### config.mk
export PLATFORM = sky130hd
export DESIGN_NAME = hazard_controller_flat
export DESIGN_NICKNAME = d
export VERILOG_FILES = /design/src/rtl/legv8_pkg.sv /design/src/rtl/hazard_controller_if.sv /design/src/rtl/hazard_pipe_tracker.sv /design/src/rtl/hazard_controller.sv /design/src/flat_wrapper.sv
export SDC_FILE = /design/constraint.sdc
export NUM_CORES = 1
export LEC_CHECK = 0
export BUFFER_PORTS_ARGS = -buffer_cell sky130_fd_sc_hd__buf_4
export CAP_MARGIN = 10
export CORE_MARGIN = 3
export CORE_UTILIZATION = 55
export DETAILED_ROUTE_END_ITERATION = 10
export PLACE_DENSITY = 0.81
export SLEW_MARGIN = 40
export SYNTH_ARGS = -nofsm -noshare
export SYNTH_HDL_FRONTEND = slang
export SYNTH_HIERARCHICAL = 1
export SYNTH_SLANG_ARGS = --single-unit
export TNS_END_PERCENT = 10
### constraint.sdc
create_clock -name clk -period 4 [get_ports clk]
set_input_delay 0.2 -clock clk [delete_from_list [all_inputs] [get_ports clk]]
set_output_delay 0.2 -clock clk [all_outputs]
set_load 0.01 [all_outputs]
### src/rtl/legv8_pkg.sv
// Shared LEGv8 pipeline types: forwarding select encoding, shadow-pipeline entry, XZR index.
package legv8_pkg;

  localparam int unsigned LEGV8_REG_W = 5;
  localparam logic [LEGV8_REG_W-1:0] XZR = 5'd31;

  typedef enum logic [1:0] {
    FWD_RF  = 2'b00,
    FWD_EX  = 2'b01,
    FWD_MEM = 2'b10
  } fwd_sel_e;

  typedef struct packed {
    logic                   valid;
    logic [LEGV8_REG_W-1:0] rd;
    logic                   reg_write;
    logic                   mem_read;
    logic                   set_flags;
  } pipe_entry_t;

endpackage

### src/rtl/hazard_controller_if.sv
// ID-stage usage in, sequencing/forwarding controls out. The ID stage is master, the controller slave.
interface hazard_controller_if #(
  parameter int unsigned REG_W = 5,
  parameter int unsigned CNT_W = 32
);
  logic             id_valid;
  logic [REG_W-1:0] id_rn;
  logic [REG_W-1:0] id_rm;
  logic             id_use_rn;
  logic             id_use_rm;
  logic [REG_W-1:0] id_rd;
  logic             id_reg_write;
  logic             id_mem_read;
  logic             id_set_flags;
  logic             id_read_flags;
  logic             id_cbz;
  logic             id_br_taken;

  logic             stall;
  logic             bubble;
  logic             flush_if;
  logic [1:0]       fwd_a;
  logic [1:0]       fwd_b;
  logic             flag_fwd;
  logic [CNT_W-1:0] stall_cycles;

  modport master (
    output id_valid, id_rn, id_rm, id_use_rn, id_use_rm, id_rd, id_reg_write, id_mem_read,
           id_set_flags, id_read_flags, id_cbz, id_br_taken,
    input  stall, bubble, flush_if, fwd_a, fwd_b, flag_fwd, stall_cycles
  );

  modport slave (
    input  id_valid, id_rn, id_rm, id_use_rn, id_use_rm, id_rd, id_reg_write, id_mem_read,
           id_set_flags, id_read_flags, id_cbz, id_br_taken,
    output stall, bubble, flush_if, fwd_a, fwd_b, flag_fwd, stall_cycles
  );
endinterface

### src/rtl/hazard_pipe_tracker.sv
// Private EX/MEM/WB shadow of in-flight writers; a bubble or empty ID enters EX as an invalid entry.
module hazard_pipe_tracker
  import legv8_pkg::*;
(
  input  logic        clk,
  input  logic        rst_n,
  input  pipe_entry_t id_entry,
  input  logic        insert_bubble,
  output pipe_entry_t ex_entry,
  output pipe_entry_t mem_entry,
  output pipe_entry_t wb_entry
);

  pipe_entry_t ex_q, mem_q, wb_q;

  always_ff @(posedge clk or negedge rst_n) begin
    if (!rst_n) begin
      ex_q  <= '0;
      mem_q <= '0;
      wb_q  <= '0;
    end else begin
      wb_q  <= mem_q;
      mem_q <= ex_q;
      ex_q  <= insert_bubble ? '0 : id_entry;
    end
  end

  assign ex_entry  = ex_q;
  assign mem_entry = mem_q;
  assign wb_entry  = wb_q;

endmodule

### src/rtl/hazard_controller.sv
// LEGv8 hazard unit: load-use/CBZ/flag stalls, IF flush, operand forwarding, stall-cycle counter.
// Build option: HAZARD_FLAG_FWD_EN forwards EX-stage flags to B.cond instead of stalling.
module hazard_controller
  import legv8_pkg::*;
#(
  parameter int unsigned REG_W    = LEGV8_REG_W,
  parameter int unsigned ZERO_REG = 32'(XZR),
  parameter int unsigned CNT_W    = 32
) (
  input  logic               clk,
  input  logic               rst_n,
  hazard_controller_if.slave hz
);

  localparam logic [REG_W-1:0] ZeroIdx = REG_W'(ZERO_REG);

  pipe_entry_t id_entry, ex_entry, mem_entry, unused_wb_entry;
  logic        unused_mem_flags;
  logic        load_use, cbz_haz, flag_haz, stall_raw, stall, flag_fwd;
  logic [CNT_W-1:0] cnt_d, cnt_q;

  function automatic logic match(pipe_entry_t e, logic [REG_W-1:0] r);
    return e.valid && e.reg_write && (e.rd == r) && (r != ZeroIdx);
  endfunction

  function automatic fwd_sel_e fwd_sel(logic [REG_W-1:0] r);
    if (match(ex_entry, r))       return FWD_EX;
    else if (match(mem_entry, r)) return FWD_MEM;
    else                          return FWD_RF;
  endfunction

  assign id_entry = '{valid:     hz.id_valid,
                      rd:        hz.id_rd,
                      reg_write: hz.id_reg_write,
                      mem_read:  hz.id_mem_read,
                      set_flags: hz.id_set_flags};

  hazard_pipe_tracker u_tracker (
    .clk           (clk),
    .rst_n         (rst_n),
    .id_entry      (id_entry),
    .insert_bubble (stall | ~hz.id_valid),
    .ex_entry      (ex_entry),
    .mem_entry     (mem_entry),
    .wb_entry      (unused_wb_entry)
  );

  assign unused_mem_flags = mem_entry.set_flags;

  always_comb begin
    load_use = ex_entry.mem_read &&
               ((hz.id_use_rn && match(ex_entry, hz.id_rn)) ||
                (hz.id_use_rm && match(ex_entry, hz.id_rm)));
    // CBZ compares in ID, so it waits until the writer has reached WB (regfile write-first).
    cbz_haz  = hz.id_cbz && (match(ex_entry, hz.id_rm) || match(mem_entry, hz.id_rm));
    flag_haz = hz.id_read_flags && ex_entry.valid && ex_entry.set_flags;
`ifdef HAZARD_FLAG_FWD_EN
    stall_raw = hz.id_valid && (load_use || cbz_haz);
    flag_fwd  = rst_n && hz.id_valid && flag_haz && !stall_raw;
`else
    stall_raw = hz.id_valid && (load_use || cbz_haz || flag_haz);
    flag_fwd  = 1'b0;
`endif
    // Outputs are combinational, so gate them directly while reset is held.
    stall = rst_n && stall_raw;
  end

  assign hz.stall    = stall;
  assign hz.bubble   = stall;
  assign hz.flush_if = rst_n && hz.id_valid && hz.id_br_taken && !stall;
  assign hz.flag_fwd = flag_fwd;
  assign hz.fwd_a    = (rst_n && hz.id_valid && !stall && hz.id_use_rn) ? fwd_sel(hz.id_rn) : FWD_RF;
  assign hz.fwd_b    = (rst_n && hz.id_valid && !stall && hz.id_use_rm) ? fwd_sel(hz.id_rm) : FWD_RF;

  always_comb begin
    cnt_d = cnt_q;
    if (stall && (cnt_q != '1)) cnt_d = cnt_q + CNT_W'(1);
  end

  always_ff @(posedge clk or negedge rst_n) begin
    if (!rst_n) cnt_q <= '0;
    else        cnt_q <= cnt_d;
  end

  assign hz.stall_cycles = cnt_q;

endmodule

### src/flat_wrapper.sv
// flat-port wrapper written by rule: the top's interface ports become plain ports
module hazard_controller_flat import legv8_pkg::*;
#(
  parameter int unsigned REG_W    = LEGV8_REG_W,
  parameter int unsigned ZERO_REG = 32'(XZR),
  parameter int unsigned CNT_W    = 32
)
  (clk, rst_n, hz_id_valid, hz_id_rn, hz_id_rm, hz_id_use_rn, hz_id_use_rm, hz_id_rd, hz_id_reg_write, hz_id_mem_read, hz_id_set_flags, hz_id_read_flags, hz_id_cbz, hz_id_br_taken, hz_stall, hz_bubble, hz_flush_if, hz_fwd_a, hz_fwd_b, hz_flag_fwd, hz_stall_cycles);
  hazard_controller_if #(.REG_W(REG_W), .CNT_W(CNT_W)) hz_i ();
  input  logic clk;
  input  logic rst_n;
  input wire logic [$bits(hz_i.id_valid)-1:0] hz_id_valid;
  input wire logic [$bits(hz_i.id_rn)-1:0] hz_id_rn;
  input wire logic [$bits(hz_i.id_rm)-1:0] hz_id_rm;
  input wire logic [$bits(hz_i.id_use_rn)-1:0] hz_id_use_rn;
  input wire logic [$bits(hz_i.id_use_rm)-1:0] hz_id_use_rm;
  input wire logic [$bits(hz_i.id_rd)-1:0] hz_id_rd;
  input wire logic [$bits(hz_i.id_reg_write)-1:0] hz_id_reg_write;
  input wire logic [$bits(hz_i.id_mem_read)-1:0] hz_id_mem_read;
  input wire logic [$bits(hz_i.id_set_flags)-1:0] hz_id_set_flags;
  input wire logic [$bits(hz_i.id_read_flags)-1:0] hz_id_read_flags;
  input wire logic [$bits(hz_i.id_cbz)-1:0] hz_id_cbz;
  input wire logic [$bits(hz_i.id_br_taken)-1:0] hz_id_br_taken;
  output wire logic [$bits(hz_i.stall)-1:0] hz_stall;
  output wire logic [$bits(hz_i.bubble)-1:0] hz_bubble;
  output wire logic [$bits(hz_i.flush_if)-1:0] hz_flush_if;
  output wire logic [$bits(hz_i.fwd_a)-1:0] hz_fwd_a;
  output wire logic [$bits(hz_i.fwd_b)-1:0] hz_fwd_b;
  output wire logic [$bits(hz_i.flag_fwd)-1:0] hz_flag_fwd;
  output wire logic [$bits(hz_i.stall_cycles)-1:0] hz_stall_cycles;
  assign hz_i.id_valid = hz_id_valid;
  assign hz_i.id_rn = hz_id_rn;
  assign hz_i.id_rm = hz_id_rm;
  assign hz_i.id_use_rn = hz_id_use_rn;
  assign hz_i.id_use_rm = hz_id_use_rm;
  assign hz_i.id_rd = hz_id_rd;
  assign hz_i.id_reg_write = hz_id_reg_write;
  assign hz_i.id_mem_read = hz_id_mem_read;
  assign hz_i.id_set_flags = hz_id_set_flags;
  assign hz_i.id_read_flags = hz_id_read_flags;
  assign hz_i.id_cbz = hz_id_cbz;
  assign hz_i.id_br_taken = hz_id_br_taken;
  assign hz_stall = hz_i.stall;
  assign hz_bubble = hz_i.bubble;
  assign hz_flush_if = hz_i.flush_if;
  assign hz_fwd_a = hz_i.fwd_a;
  assign hz_fwd_b = hz_i.fwd_b;
  assign hz_flag_fwd = hz_i.flag_fwd;
  assign hz_stall_cycles = hz_i.stall_cycles;
  hazard_controller #(.REG_W(REG_W), .ZERO_REG(ZERO_REG), .CNT_W(CNT_W)) u_core (.clk(clk), .rst_n(rst_n), .hz(hz_i));
endmodule
==> results.md <==
* Status: finished clean
* Final Max Tran Viols at 0
* Cell row count at 24
* Core area at between 4000 and 5000 um2
* Post-synthesis instance total at approximately 260
* Layout Cells excl Fill at between 300 and 400
* CP max FO at 13
* Mapped Avg Cell Area at between 10 and 15 um2
* DR vias/cell at ~5.9
* Clock Latency Late Sink at 300 ps
* Crit path capture type: register
* Die ar. at approximately 5600 um2
* Skew final at a little under 8 ps
* Slowest cell on crit path: nand4b_1
* Via count at roughly 2200
* Inserted Diodes at 0
* Max IR drop VDD at approximately 270 uV
* First-pass GRT wire length at about 9700 um
* DRT Wirelength at 6101 um
* Layout area overhead at 24.13%
* Leak at 0.001413 uW
* Max cap viols at 0
* Nets at roughly 350
* Hold_buf cts at 0
* Post-CTS setup buffers at 0
* Number of DRC markers in iteration 0 at 171
* Largest net degree at the start of global routing at 50
* Initial antenna violation count at 0
* Syn Std Cell Area at ~2600 um2
* DRT Pass-1 Iters at 5
* Number of global-route vias before repair at around 2000
* F_max at between 300 and 400 MHz
* Critical Path Start Type: register
* Crit-path max cell delay at 500 ps
* Crit path kind: register to register
* CTS buffer count at 5
* Clk pin slew, worst setup/hold paths at approximately 100 ps
* DRC violations left at 0
* Post-CTS sizing at 0
* Die W at around 75 um
* Mapped Nets at about 280
* Routed len/inst at approximately 16 um
* Routed Antenna Nets at 0
* Cell Chain, Critical Path: nand4_1, nor3_2, nand4b_1, and2_0, o21ai_2, mux2_1
* Worst Path Arrival at approximately 2800 ps
* Synth warn at 6
* Final period util at between 60% and 70%
* Die H at around 75 um
* Clock root cell: clkbuf_8
* Setup TNS at 0 ps
* RSZ-0062 raised after global routing: false
* CTS tree: yes
* Power Total at between 900 and 1000 uW
* H-tree levels at 2
* Worst Path Buf+Inv at 0
* Layout cells sized above 1 at 25.55%
* GRT Total Usage at around 23%
* Post-layout min period at between 2000 and 3000 ps
* CP required at around 4200 ps
* Clock tree sinks at 48
* Placer congestion estimate at around 0.8
* Final Hold Viols at 0
* Tightest Hold Check Type: input port to async pin
* Clock Path Buffers at 2
* I/O pin cnt at 66
* Cell total after placement at approximately 370
* Initial core utilization at between 50% and 60%
* Power Density at between 200 and 300 nW/um2
* Hpwl dp at between 4000 and 5000 um
* Worst slew margin at about 50%
* Port bufs at between 60 and 70
* Tightest Pin Transition at 751.4 ps
* Final setup fails at 0
* Delay-heaviest family, CP: simple AND/OR/NAND/NOR gates
* Gr ovfl total at 0
-- metrics by stage --
step	instance area [um2]	setup slack, ps	utilization (%)	hold WS, ps
after floorplan	2619	1657	-	-95.59
after global placement	3136	1389	70.08	363.4
after detailed placement	3136	1404	70.08	367.0
after CTS	3251	1365	72.65	40.78
after global routing	3251	1114	72.65	62.95
final	3251	1401	72.65	24.32
-- registers in the layout, indices dropped and copies added (netlist names) --
register / flops
u_core/u_tracker/ex_entry: 9
u_core/u_tracker/mem_entry: 7
u_core/hz.stall_cycles: 32
-- cell type report --
class	instances	area [um2]
Inverter	6	22.52
Clock inverter	3	46.29
Timing Repair Buffer	67	503.0
Multi-Input combinational cell	192	1344
Sequential cell	48	1201
Fill cell	344	1224
Clock buffer	5	68.82
Tap cell	52	65.06
-- power breakdown --
| group | internal [uW] | switching, uW | total [uW] |
|---|---|---|---|
| Sequential | 498 | 14.5 | 512 |
| Combinational | 45.2 | 44.7 | 89.9 |
| Clock | 188 | 170 | 359 |
| Total | 731 | 230 | 961 |
-- cell usage in the layout (no fill, tap or decap), types with 3 or more instances in the layout --
cell type and n:
xnor2_1 42, o2111ai_1 13, and3_1 7, a211oi_1 3, o211ai_1 12, nor2b_1 9, inv_1 6, xor2_1 6
nand4_1 9, nor3_1 7, nand2_1 18, clkbuf_8 5, nor4_1 4, nor2_1 15, o21ai_0 3, buf_4 67
nand3_1 14, dfrtp_1 48
-- metal layers --
layer	vias up	track usage, %	part of all wire, %
li1	1063	-	-
met1	1040	33.45	48
met2	95	34.04	45
met3	6	4.806	6.8
met4	0	4.941	1.1
met5	-	0	0
-- final timing paths --
| check | slack [ps] | from | cells past startpoint | end |
|---|---|---|---|---|
| setup reg to reg | 1400 | u_core/hz.stall_cycles[21] | 6 | u_core/hz.stall_cycles[1] |
| hold / removal | 20 | rst_n | 2 | u_core/u_tracker/mem_entry[6] |
| hold reg to reg | 410 | u_core/u_tracker/ex_entry[2] | 0 | u_core/u_tracker/mem_entry[2] |
| setup / recovery | 1400 | u_core/hz.stall_cycles[21] | 6 | u_core/hz.stall_cycles[1] |
| max in group asynchronous | 3560 | rst_n | 2 | u_core/hz.stall_cycles[6] |
| min in group clk | 110 | hz_id_rd[1] | 2 | u_core/u_tracker/ex_entry[4] |
Note: power is estimated with default switching activity, not from simulation.
